### src/rtl/gouram_trace_drain_if.sv
// Gouram trace drain output stream: 32-bit valid/ready beats with
// an end-of-record marker toward the debug transport.
interface gouram_trace_drain_if;
   logic [31:0] m_data_o;
   logic        m_valid_o;
   logic        m_ready_i;
   logic        m_last_o;

   modport master (
      output m_data_o,
      output m_valid_o,
      output m_last_o,
      input  m_ready_i
   );

   modport slave (
      input  m_data_o,
      input  m_valid_o,
      input  m_last_o,
      output m_ready_i
   );
endinterface

### src/rtl/gouram_trace_drain.sv
// Gouram trace drain: buffers 128-bit trace records and serialises them
// into 32-bit beats; GOURAM_TRACE_DRAIN_HEADER_EN adds a header beat.
module gouram_trace_drain #(
   parameter int FIFO_DEPTH     = 4,
   parameter int DROP_CNT_WIDTH = 16
) (
   input  logic                      clk,
   input  logic                      rst_n,
   input  logic [127:0]              trace_data_i,
   input  logic                      trace_capture_enable_i,
   gouram_trace_drain_if.master      m,
   output logic                      fifo_full_o,
   output logic [DROP_CNT_WIDTH-1:0] drop_count_o,
   output logic                      busy_o
);

   localparam int AW = $clog2(FIFO_DEPTH);
`ifdef GOURAM_TRACE_DRAIN_HEADER_EN
   localparam int NBEATS = 5;
`else
   localparam int NBEATS = 4;
`endif
   localparam logic [2:0] LAST_IDX = 3'(NBEATS - 1);

   typedef enum logic {IDLE, SEND} state_t;

   state_t                    state_q, state_d;
   logic [127:0]              mem [FIFO_DEPTH];
   logic [AW:0]               wptr_q, rptr_q;
   logic [127:0]              sreg_q;
   logic [2:0]                idx_q;
   logic [DROP_CNT_WIDTH-1:0] drop_q;

   logic empty, full, push, drop, xfer, last_beat, pop;

   assign empty = (wptr_q == rptr_q);
   assign full  = (wptr_q[AW] != rptr_q[AW]) &&
                  (wptr_q[AW-1:0] == rptr_q[AW-1:0]);

   // full is pre-edge occupancy: a same-edge pop never rescues a capture
   assign push = trace_capture_enable_i && !full;
   assign drop = trace_capture_enable_i && full;

   assign xfer      = (state_q == SEND) && m.m_ready_i;
   assign last_beat = (idx_q == LAST_IDX);

   always_comb begin
      state_d = state_q;
      pop     = 1'b0;
      unique case (state_q)
         IDLE: begin
            if (!empty) begin
               pop     = 1'b1;
               state_d = SEND;
            end
         end
         SEND: begin
            if (xfer && last_beat) begin
               if (!empty) pop = 1'b1;
               else        state_d = IDLE;
            end
         end
         default: state_d = IDLE;
      endcase
   end

   always_ff @(posedge clk or negedge rst_n) begin
      if (!rst_n) state_q <= IDLE;
      else        state_q <= state_d;
   end

   always_ff @(posedge clk or negedge rst_n) begin
      if (!rst_n) begin
         wptr_q <= '0;
         rptr_q <= '0;
         for (int i = 0; i < FIFO_DEPTH; i++) mem[i] <= '0;
      end else begin
         if (push) begin
            mem[wptr_q[AW-1:0]] <= trace_data_i;
            wptr_q              <= wptr_q + 1'b1;
         end
         if (pop) rptr_q <= rptr_q + 1'b1;
      end
   end

   always_ff @(posedge clk or negedge rst_n) begin
      if (!rst_n)                     drop_q <= '0;
      else if (drop && drop_q != '1)  drop_q <= drop_q + 1'b1;
   end

`ifdef GOURAM_TRACE_DRAIN_HEADER_EN
   logic [15:0] seq_q;
   logic [31:0] hdr_q;
   logic [15:0] drop16;
   logic [15:0] seq_snap;

   assign drop16 = 16'(drop_q);
   // a back-to-back pop sees the record that just completed
   assign seq_snap = (xfer && last_beat) ? seq_q + 16'd1 : seq_q;

   always_ff @(posedge clk or negedge rst_n) begin
      if (!rst_n) begin
         seq_q <= '0;
         hdr_q <= '0;
      end else begin
         if (xfer && last_beat) seq_q <= seq_q + 16'd1;
         if (pop)               hdr_q <= {drop16, seq_snap};
      end
   end

   assign m.m_data_o = (idx_q == 3'd0) ? hdr_q : sreg_q[31:0];
`else
   assign m.m_data_o = sreg_q[31:0];
`endif

   logic shift_en;
`ifdef GOURAM_TRACE_DRAIN_HEADER_EN
   assign shift_en = (idx_q != 3'd0);
`else
   assign shift_en = 1'b1;
`endif

   always_ff @(posedge clk or negedge rst_n) begin
      if (!rst_n) begin
         sreg_q <= '0;
         idx_q  <= '0;
      end else if (pop) begin
         sreg_q <= mem[rptr_q[AW-1:0]];
         idx_q  <= '0;
      end else if (xfer) begin
         idx_q <= last_beat ? 3'd0 : idx_q + 3'd1;
         if (shift_en) sreg_q <= {32'd0, sreg_q[127:32]};
      end
   end

   assign m.m_valid_o  = (state_q == SEND);
   assign m.m_last_o   = (state_q == SEND) && last_beat;
   assign fifo_full_o  = full;
   assign drop_count_o = drop_q;
   assign busy_o       = !empty || (state_q == SEND);

endmodule

### src/flat_wrapper.sv
// flat-port wrapper written by rule: the top's interface ports become plain ports
module gouram_trace_drain_flat 
#(
   parameter int FIFO_DEPTH     = 4,
   parameter int DROP_CNT_WIDTH = 16
)
  (clk, rst_n, trace_data_i, trace_capture_enable_i, fifo_full_o, drop_count_o, busy_o, m_m_data_o, m_m_valid_o, m_m_last_o, m_m_ready_i);
  gouram_trace_drain_if m_i ();
  input  logic clk;
  input  logic rst_n;
  input  logic [127:0] trace_data_i;
  input  logic trace_capture_enable_i;
  output logic fifo_full_o;
  output logic [DROP_CNT_WIDTH-1:0] drop_count_o;
  output logic busy_o;
  output wire logic [$bits(m_i.m_data_o)-1:0] m_m_data_o;
  output wire logic [$bits(m_i.m_valid_o)-1:0] m_m_valid_o;
  output wire logic [$bits(m_i.m_last_o)-1:0] m_m_last_o;
  input wire logic [$bits(m_i.m_ready_i)-1:0] m_m_ready_i;
  assign m_m_data_o = m_i.m_data_o;
  assign m_m_valid_o = m_i.m_valid_o;
  assign m_m_last_o = m_i.m_last_o;
  assign m_i.m_ready_i = m_m_ready_i;
  gouram_trace_drain #(.FIFO_DEPTH(FIFO_DEPTH), .DROP_CNT_WIDTH(DROP_CNT_WIDTH)) u_core (.clk(clk), .rst_n(rst_n), .trace_data_i(trace_data_i), .trace_capture_enable_i(trace_capture_enable_i), .m(m_i), .fifo_full_o(fifo_full_o), .drop_count_o(drop_count_o), .busy_o(busy_o));
endmodule
### config.mk
export PLATFORM = sky130hd
export DESIGN_NAME = gouram_trace_drain_flat
export DESIGN_NICKNAME = d
export VERILOG_FILES = /design/src/rtl/gouram_trace_drain_if.sv /design/src/rtl/gouram_trace_drain.sv /design/src/flat_wrapper.sv
export SDC_FILE = /design/constraint.sdc
export NUM_CORES = 1
export LEC_CHECK = 0
export CAP_MARGIN = 5
export CORE_AREA = 10 10 282 284
export CTS_CLUSTER_DIAMETER = 50
export DETAILED_ROUTE_END_ITERATION = 8
export DIE_AREA = 0 0 292 294
export SLEW_MARGIN = 20
export SYNTH_ARGS = -nofsm -noshare
export SYNTH_HDL_FRONTEND = slang
export SYNTH_SLANG_ARGS = --single-unit
### constraint.sdc
create_clock -name clk -period 2.2 [get_ports clk]
set_input_delay 0.44 -clock clk [delete_from_list [all_inputs] [get_ports clk]]
set_output_delay 0.44 -clock clk [all_outputs]
set_load 0.005 [all_outputs]
Word level (Yosys, flattened, before mapping)
Index checks and enable logic that the tools add are counted.

Register bits: 666. Input bits: 132. Output and inout port bits: 52. Word-level logic and storage cells: 53.

$add $sub $neg: 4. $lt $le $gt $ge: 3. Eq/ne operators: 5. Muxes and demuxes: 16. Bitwise gates (word level): 3. Reduce and logical (&&, ||, !) cells: 12.

Operator list (count): $mux W128 (5); $bwmux W512 (1); $bmux W128 S2 (1); $demux W128 S2 (1); $add A16 B1 Y16 const B (1); $ne A16 B16 Y1 const B (1); $add A3 B1 Y3 const B (3); $mux W3 (3); $logic_and A1 B1 Y1 (8); $ge A3 B3 Y1 const B (2); $not A2 Y3 (2); $pmux W1 S2 (2); $eq A3 B2 Y1 const B (1); $eq A3 B3 Y1 (1); $lt A3 B1 Y1 const B (1); $mux W1 (3); $eq A2 B2 Y1 (1); $logic_not A1 Y1 (2); $reduce_bool A2 Y1 (1); $logic_or A1 B1 Y1 (1); $ne A1 B1 Y1 (1); $not A1 Y1 (1).

Depth between registers and ports, before layout
Gate-level depths: netlist (run 1).

Depth in word-level cells: 6. Mapped depth: 9. Gate-level depth less buffers: 6.

Least setup slack after synthesis (run 1)
No wires, ideal clock.

Path type: register to register. Start: reg u_core.rptr_q[0]. End: reg u_core.mem[100] (netlist name). Library setup time: 125 ps. Arrival time: 1700 ps. Data required time: 2075 ps. Path slack: 375 ps. Cell stages (with the launch flop): 9. Path buffers: 3. Clock period less this slack: 1825 ps. Cells stage by stage: dfrtp_1 -> buf_2 -> xnor2_1 -> and2_4 -> nand2_2 -> nand3_1 -> buf_4 -> buf_6 -> mux2_2.

Word-level cells in the longest chain between the ends: 4.

Ends and longest elaborated chain: start, declared (RTL line gouram_trace_drain.sv:29) `logic [AW:0] wptr_q, rptr_q;`; start signal, assigned (RTL line gouram_trace_drain.sv:82) `if (pop) rptr_q <= rptr_q + 1'b1;`; $eq A2 B2 Y1 (RTL line gouram_trace_drain.sv:38) `(wptr_q[AW-1:0] == rptr_q[AW-1:0]);`; $logic_and A1 B1 Y1 (RTL line gouram_trace_drain.sv:37) `assign full = (wptr_q[AW] != rptr_q[AW]) &&`; $logic_not A1 Y1 (RTL line gouram_trace_drain.sv:41) `assign push = trace_capture_enable_i && !full;`; $logic_and A1 B1 Y1 (RTL line gouram_trace_drain.sv:41); end signal, assigned by index (RTL line gouram_trace_drain.sv:79) `mem[wptr_q[AW-1:0]] <= trace_data_i;`; end, declared (RTL line gouram_trace_drain.sv:28) `logic [127:0] mem [FIFO_DEPTH];`.

Every way passes these cells. A chain may end at the register's enable or synchronous reset.

Worst setup path after layout (run 1)
Start: reg u_core.wptr_q[2]. End: out busy_o.

Word-level cells in the longest chain between the ends: 3.

Ends and longest elaborated chain: start, declared (RTL line gouram_trace_drain.sv:29); start signal, assigned (RTL line gouram_trace_drain.sv:80) `wptr_q <= wptr_q + 1'b1;`; $eq A3 B3 Y1 (RTL line gouram_trace_drain.sv:36) `assign empty = (wptr_q == rptr_q);`; $logic_not A1 Y1; $logic_or A1 B1 Y1 (RTL line gouram_trace_drain.sv:140) `assign busy_o = !empty || (state_q == SEND);`; end, declared (RTL line flat_wrapper.sv:15) `output logic busy_o;`.

Every way passes these cells.

==> metrics, run 1 <==
status=finished with violations; violated checks=setup timing; Cells after Synth=1886; Worst-path clk slew=0.06 ns; Sink Count=666; total gr overflow=0; worst r2r dst=u_core.mem[66]$_DFFE_PN0P_; fmax=0.435 GHz; final wirelength=73800 um; clk_skew=0.0166 ns; sequential area share after synthesis=57.1%; die width=292 um; GRT Total Usage=17.1%; Yosys warnings=0; Hold WS=0.337 ns; DRT antenna net count=0; Clk Latency, worst-skew pair=0.62 ns; die height=294 um; Area after DPL=32800 um2; r2r worst-path depth=9; Final GP Congestion=0.765; pwr/cell area=1560 nW/um2; Worst EP arrival=1.86 ns; GR Util met3=3.64%; largest net degree at the start of global routing=86; Netlist cell types=39; Worst setup EP type=output pin; boundary pin count=184; Residual DRC=0; DR WL/cell=23.2 um; Non-Filler Instances=3175; vias per inst=5.26; crit path kind=flop to output pin; IO buf count=183; dpl cells=2992; Syn-to-layout area delta=23.8%; Crit path required time=1.76 ns; Max Slew Vio Count=0; IR drop worst, VDD=898 uV; most numerous cell in the Yosys netlist=dfrtp_1; Initial Util=39.5%; number of synthesized flops with an enable pin=0; Max-slew headroom=65.4%; share of post-route cells with drive strength above 1=42.8%; most used flip-flop cell after synthesis=dfrtp_1; syn avg cell area=15.5 um2; initial antenna violation count=8; setup ws final=-0.0999 ns; Worst Hold Class=input port to async pin; area occupied by registers=16700 um2; Crit Path Max Fanout=5; Final nets=2276; CORE AREA=73900 um2; FP Rows=100; unrepaired setup endpoints after global routing=yes; grt peak-use layer=met2; Filler Cell Count=6247; Tcrit/Tclk final=105%; first-pass GRT wire length=113000 um; M1 GR Usage=22.1%; RR Startpoint=u_core.rptr_q[0]$_DFFE_PN0P_; Clock Path Buffers=3; TritonCTS clock tree=yes; Finished Cell Area=36100 um2; area leader, netlist=dfrtp_1; Final Setup Violations=5; Slew @ Worst Pin=0.520 ns; most instantiated cells after synthesis=666 x dfrtp_1, 509 x mux2_2, 128 x mux4_2, 110 x nand2_1, 96 x mux2i_1; Max Cap Violations=0; TritonCTS Buffers=86; vias in the first global route=18.1k; Synth area leaders=dfrtp_1 57%, mux2_2 20%, mux4_2 9.9%; GR Util met2=28.8%; number of synthesized register bits=666; Final Critical Period=2.30 ns; DIE AREA=85800 um2; first-pass iteration count of the detailed router=5; syn nets=2025; Static Leak=15.2 nW; Hold Vio Cnt, Final=0; hpwl dp=50100 um; vias=16.7k; Mapped Area=29200 um2; Startpoint Class=flop; Critical Path Sink=busy_o; footprint of the multi-input gates=11600 um2; Initial DRC Count=750; top cell type's share of synthesized area=57.1%; Layout Utilization=48.9%; CTS H-Tree Depth=3; total power=0.0565 W; fraction of registers with async set/reset=100%; worst setup path start=u_core.wptr_q[2]$_DFFE_PN0P_; Reg2Reg Setup Slack=-0.01 ns; Root Buffer=clkbuf_16
-- metrics by stage --
| stage | setup slack, ns | TNS [ns] |
|---|---|---|
| floorplan | 0.375 | 0 |
| global placement | -0.0247 | -0.0247 |
| detailed placement | -0.0815 | -0.158 |
| CTS | -0.174 | -0.365 |
| global route | -0.169 | -2.80 |
| finish | -0.0999 | -0.138 |
-- report_power, final --
group	switching, W	total (W)	leakage (nW)	internal, W
Clock	0.00550	0.0142	1.41	0.00870
Sequential	0.00334	0.0215	8.14	0.0182
Combinational	0.00830	0.0208	5.64	0.0125
Total	0.0171	0.0565	15.2	0.0394
-- worst max-delay path, stage by stage (launching register included) --
cell and delay, ns:
dfrtp_1 0.41, xor2_2 0.21, buf_6 0.14, or3_4 0.36, buf_6 0.12
-- routing by layer --
| layer | wire length, um | vias to the layer above | share of wire [%] |
|---|---|---|---|
| met2 | 36900 | 289 | 50 |
| met1 | 32100 | 8898 | 44 |
| met5 | 40 | - | 0.054 |
| li1 | - | 7420 | - |
| met3 | 3170 | 101 | 4.3 |
| met4 | 1530 | 6 | 2.1 |
-- worst min path at each step --
| stage | to | slack [ns] | depth (start not counted) |
|---|---|---|---|
| after global placement | u_core.mem[387]$_DFFE_PN0P_ | 0.38 | 1 |
| after detailed placement | u_core.mem[387]$_DFFE_PN0P_ | 0.38 | 1 |
| final | u_core.mem[475]$_DFFE_PN0P_ | 0.34 | 2 |
| after global routing | u_core.mem[475]$_DFFE_PN0P_ | 0.33 | 2 |
| after floorplan | u_core.drop_count_o[0]$_DFFE_PN0P_ | 0.14 | 0 |
| after CTS | u_core.mem[387]$_DFFE_PN0P_ | 0.31 | 2 |
-- registers in the layout, summed over array words and instances (netlist names) --
name and count:
u_core.mem 512, u_core.drop_count_o 16, u_core.rptr_q 3, u_core.wptr_q 3, u_core.m.m_valid_o 1, u_core.idx_q 3, u_core.sreg_q 128
-- placed cells by master, fill, tap and decap left out, types with 4 or more instances in the layout --
cell,instances
o21ai_0,57
dfrtp_1,663
inv_1,5
buf_12,53
mux2_2,499
mux2_1,7
buf_6,8
inv_6,8
a22o_1,33
nand4_1,4
clkbuf_8,11
nor3_1,4
mux2_4,10
nand3_1,6
buf_16,4
clkbuf_1,10
bufinv_16,8
mux2i_1,96
xnor2_1,6
clkdlybuf4s50_1,179
o21ai_1,40
clkbuf_16,92
clkinv_4,5
xor2_1,13
buf_4,70
nand3_4,4
clkinvlp_4,10
nand2_1,109
nor2_1,9
ha_1,6
mux4_2,128
clkinv_2,11
-- kinds of logic (layout without fill, tap and decap cells) --
group                      after synthesis  count (layout)  share of synthesized area (%)
AOI/OAI and AO/OA                      135             135                           2.82
xor gates and xnor gates                22              22                          0.686
adders and majority gates                7               7                          0.300
buffers and inverters                  164             482                           3.80
DFF                                    666             666                           57.1
muxes                                  740             740                           33.1
other                                    0               2                              0
and+or+nand+nor                        152             152                           2.24
-- timing repair --
item,CTS,global route
endpoints found under the hold margin,19,0
setup endpoints to repair,7,190
gates cloned,0,4
resized for setup,24,18
buffers inserted,8,13
hold buffers,1,0
pin swaps,5,3
-- cell type report --
| type | instances | share of cell area (%) |
|---|---|---|
| timing repair buffer | 321 | 10.3 |
| inverter | 6 | 0.0693 |
| sequential | 666 | 46.2 |
| clock inverter | 46 | 1.48 |
| multi-input combinational | 1056 | 32.0 |
| tap | 969 | 3.36 |
| antenna | 2 | 0.0139 |
| clock buffer | 109 | 6.62 |
No activity file was read; power rests on OpenSTA's default activity.
==> run 2, diff against run 1 <==
--- a/config.mk
+++ b/config.mk
@@ -10,6 +10,7 @@
 export CTS_CLUSTER_DIAMETER = 50
 export DETAILED_ROUTE_END_ITERATION = 8
 export DIE_AREA = 0 0 292 294
+export PLACE_DENSITY_LB_ADDON = 0.2
 export SLEW_MARGIN = 20
 export SYNTH_ARGS = -nofsm -noshare
 export SYNTH_HDL_FRONTEND = slang
==> run 2 against run 1 <==
Against the previous run:
- the flow still finishes with violations (setup timing)
- first-iteration DRC count up 11%
- maximum frequency is 2.2% lower
- clock-buffer cell count up 5
- core utilization is essentially flat
- non-clock buffer count is 7 higher
- flip-flop and latch count stayed put
- clock skew up 0.010 ns
- worst hold slack worse by 0.057 ns
- design area about the same
- critical endpoint unchanged
- largest cell class unchanged
- largest power group unchanged
- highest routed layer unchanged
==> metrics, run 2 (synthesized netlist as in run 1, its figures left out) <==
boundary pin count=184 (unchanged); Root Buffer=clkbuf_16; Worst-path clk slew=0.05 ns (about the same); Static Leak=15.2 nW (-0.16%); CP max stage cell=dfrtp_4; TritonCTS clock tree=yes; Initial DRC Count=834 (+11%); largest net degree at the start of global routing=105 (+22%); Max Slew Vio Count=0 (unchanged); max FFs per register=512 (unchanged); unrepaired setup endpoints after global routing=yes; total gr overflow=0 (unchanged); CTS H-Tree Depth=3 (unchanged); share of post-route cells with drive strength above 1=43.0% (+0.14 points); vias=16.7k (-0.13%); pwr/cell area=1570 nW/um2 (+0.52%); Max Cap Violations=0 (unchanged); delay-heaviest family, CP=flip-flops; initial antenna violation count=7 (-1); CORE AREA=73900 um2 (unchanged); Worst setup EP type=output pin; Non-Filler Instances=3186 (+0.35%); Tcrit/Tclk final=107% (+2.3 points); Clk Latency, worst-skew pair=0.64 ns (+0.02 ns); TritonCTS Buffers=86 (unchanged); setup TNS=-0.151 ns (-0.0129 ns); DRT antenna net count=0 (unchanged); fmax=0.425 GHz (-2.2%); Worst Hold Class=input port to async pin; GRT Total Usage=17.5% (+0.39 points); crit path kind=flop to output pin; Final Setup Violations=1 (-4); die width=292 um (unchanged); DR WL/cell=23.4 um (+0.72%); first-pass iteration count of the detailed router=5 (unchanged); first-pass GRT wire length=116000 um (+2.6%); violated checks=setup timing; Buf/Inv on CP=2 (unchanged); Slew @ Worst Pin=0.683 ns (+0.163 ns); commonest cells after routing, fill and taps aside=663 x dfrtp_1, 509 x mux2_2, 179 x clkdlybuf4s50_1; Placement Setup Slack=-0.103 ns (-0.0219 ns); largest register by flop count=u_core.mem; Residual DRC=0 (unchanged); Clock Path Buffers=3 (unchanged); vias in the first global route=18.5k (+2.3%); Crit Path Max Fanout=2 (-3); vias per inst=5.24 (-0.47%); Max-slew headroom=54.5% (-11 points); IR drop worst, VDD=820 uV (-8.7%); total power=0.0568 W (+0.57%); FP Rows=100 (unchanged); die height=294 um (unchanged); DIE AREA=85800 um2 (unchanged); most common cell after layout, fill and taps aside=dfrtp_1; setup ws final=-0.151 ns (-0.0515 ns); Worst EP arrival=1.91 ns (+0.05 ns); Hold Vio Cnt, Final=0 (unchanged); status=finished with violations; hpwl dp=51600 um (+3.2%); final wirelength=74600 um (+1.1%); Startpoint Class=flop; Sink Count=666 (unchanged); Final GP Congestion=0.766 (+0.10%); CP max stage delay=0.48 ns (+0.07 ns); clk_skew=0.0270 ns (+0.0104 ns); Initial Util=39.5% (unchanged); crit path cell chain=xnor2_2 > buf_4 > nand2_2 > or3_4 > buf_6; Final Critical Period=2.35 ns (+0.0515 ns); Crit path required time=1.76 ns (about the same); Final nets=2283 (+0.31%); Syn-to-layout area delta=23.8% (about the same); Hold WS=0.280 ns (-0.0569 ns); IO buf count=183 (unchanged); dpl cells=3014 (+0.74%)
==> run 2: cell count changes in the layout (fill, tap and decap cells not counted), moves of 3 or more <==
cell	before	now
mux2_2	499	509
mux2_4	10	0
buf_4	70	78
clkbuf_1	10	15
clkbuf_16	92	88
clkinvlp_4	10	6
buf_16	4	1
inv_8	3	0
mux2i_1	96	93
mux2i_2	0	3
==> run 2: power breakdown <==
part | leakage [nW] | switching [W] | internal, W
clock network | 1.45 | 0.00553 | 0.00892
registers | 8.14 | 0.00331 | 0.0182
logic | 5.58 | 0.00843 | 0.0125
total | 15.2 | 0.0173 | 0.0396
==> run 2: path summary, 6_finish.rpt <==
check / start / to / slack (ns) / cells past startpoint
max: u_core.rptr_q[0]$_DFFE_PN0P_ / busy_o / -0.15 / 5
max in group asynchronous: rst_n / u_core.mem[392]$_DFFE_PN0P_ / 0.92 / 3
min: rst_n / u_core.mem[387]$_DFFE_PN0P_ / 0.28 / 2
min in group clk: u_core.sreg_q[11]$_DFFE_PN0P_ / u_core.sreg_q[11]$_DFFE_PN0P_ / 0.48 / 2
min reg2reg: u_core.sreg_q[11]$_DFFE_PN0P_ / u_core.sreg_q[11]$_DFFE_PN0P_ / 0.48 / 2
max reg2reg: u_core.rptr_q[0]$_DFFE_PN0P_ / u_core.sreg_q[85]$_DFFE_PN0P_ / 0.06 / 6
==> run 2: layout make-up <==
class | instances | area (um2)
fill | 6279 | 37800
multi-input combinational | 1056 | 11600
clock buffer | 114 | 2400
clock inverter | 43 | 578
sequential | 666 | 16700
antenna | 4 | 10.0
tap | 969 | 1210
timing repair buffer | 328 | 3690
inverter | 6 | 25.0
==> run 2: repair_timing <==
item / in CTS / in global routing
cloned: 0 / 1
setup endpoints to repair: 11 / 91
endpoints found under the hold margin: 55 / 0
resized for setup: 30 / 8
pin swaps: 4 / 3
setup buffers: 7 / 2
hold buffers: 1 / 0
==> run 2: per-layer routing <==
metal  up-vias  track usage (%)  part of all wire [%]
li1       7449                -                     -
met1      8897             23.0                    44
met2       244             29.2                    50
met3        99             2.98                   3.7
met4         4             5.70                   2.2
met5         -                0                 0.034
==> run 2: worst reg2reg max path: cells and delay by family, from the launching register on <==
kind,cells,cell delay [ns]
flip-flops,1,0.42
buffers and inverters,3,0.58
AO/OA/AOI/OAI,1,0.15
multiplexers,2,0.86
==> run 2: stage by stage <==
stage | utilization, % | area [um2]
floorplan | - | 29200
finish | 48.9 | 36100
global placement | 44.5 | 32900
CTS | 48.8 | 36100
detailed placement | 44.5 | 32900
global route | 48.9 | 36100
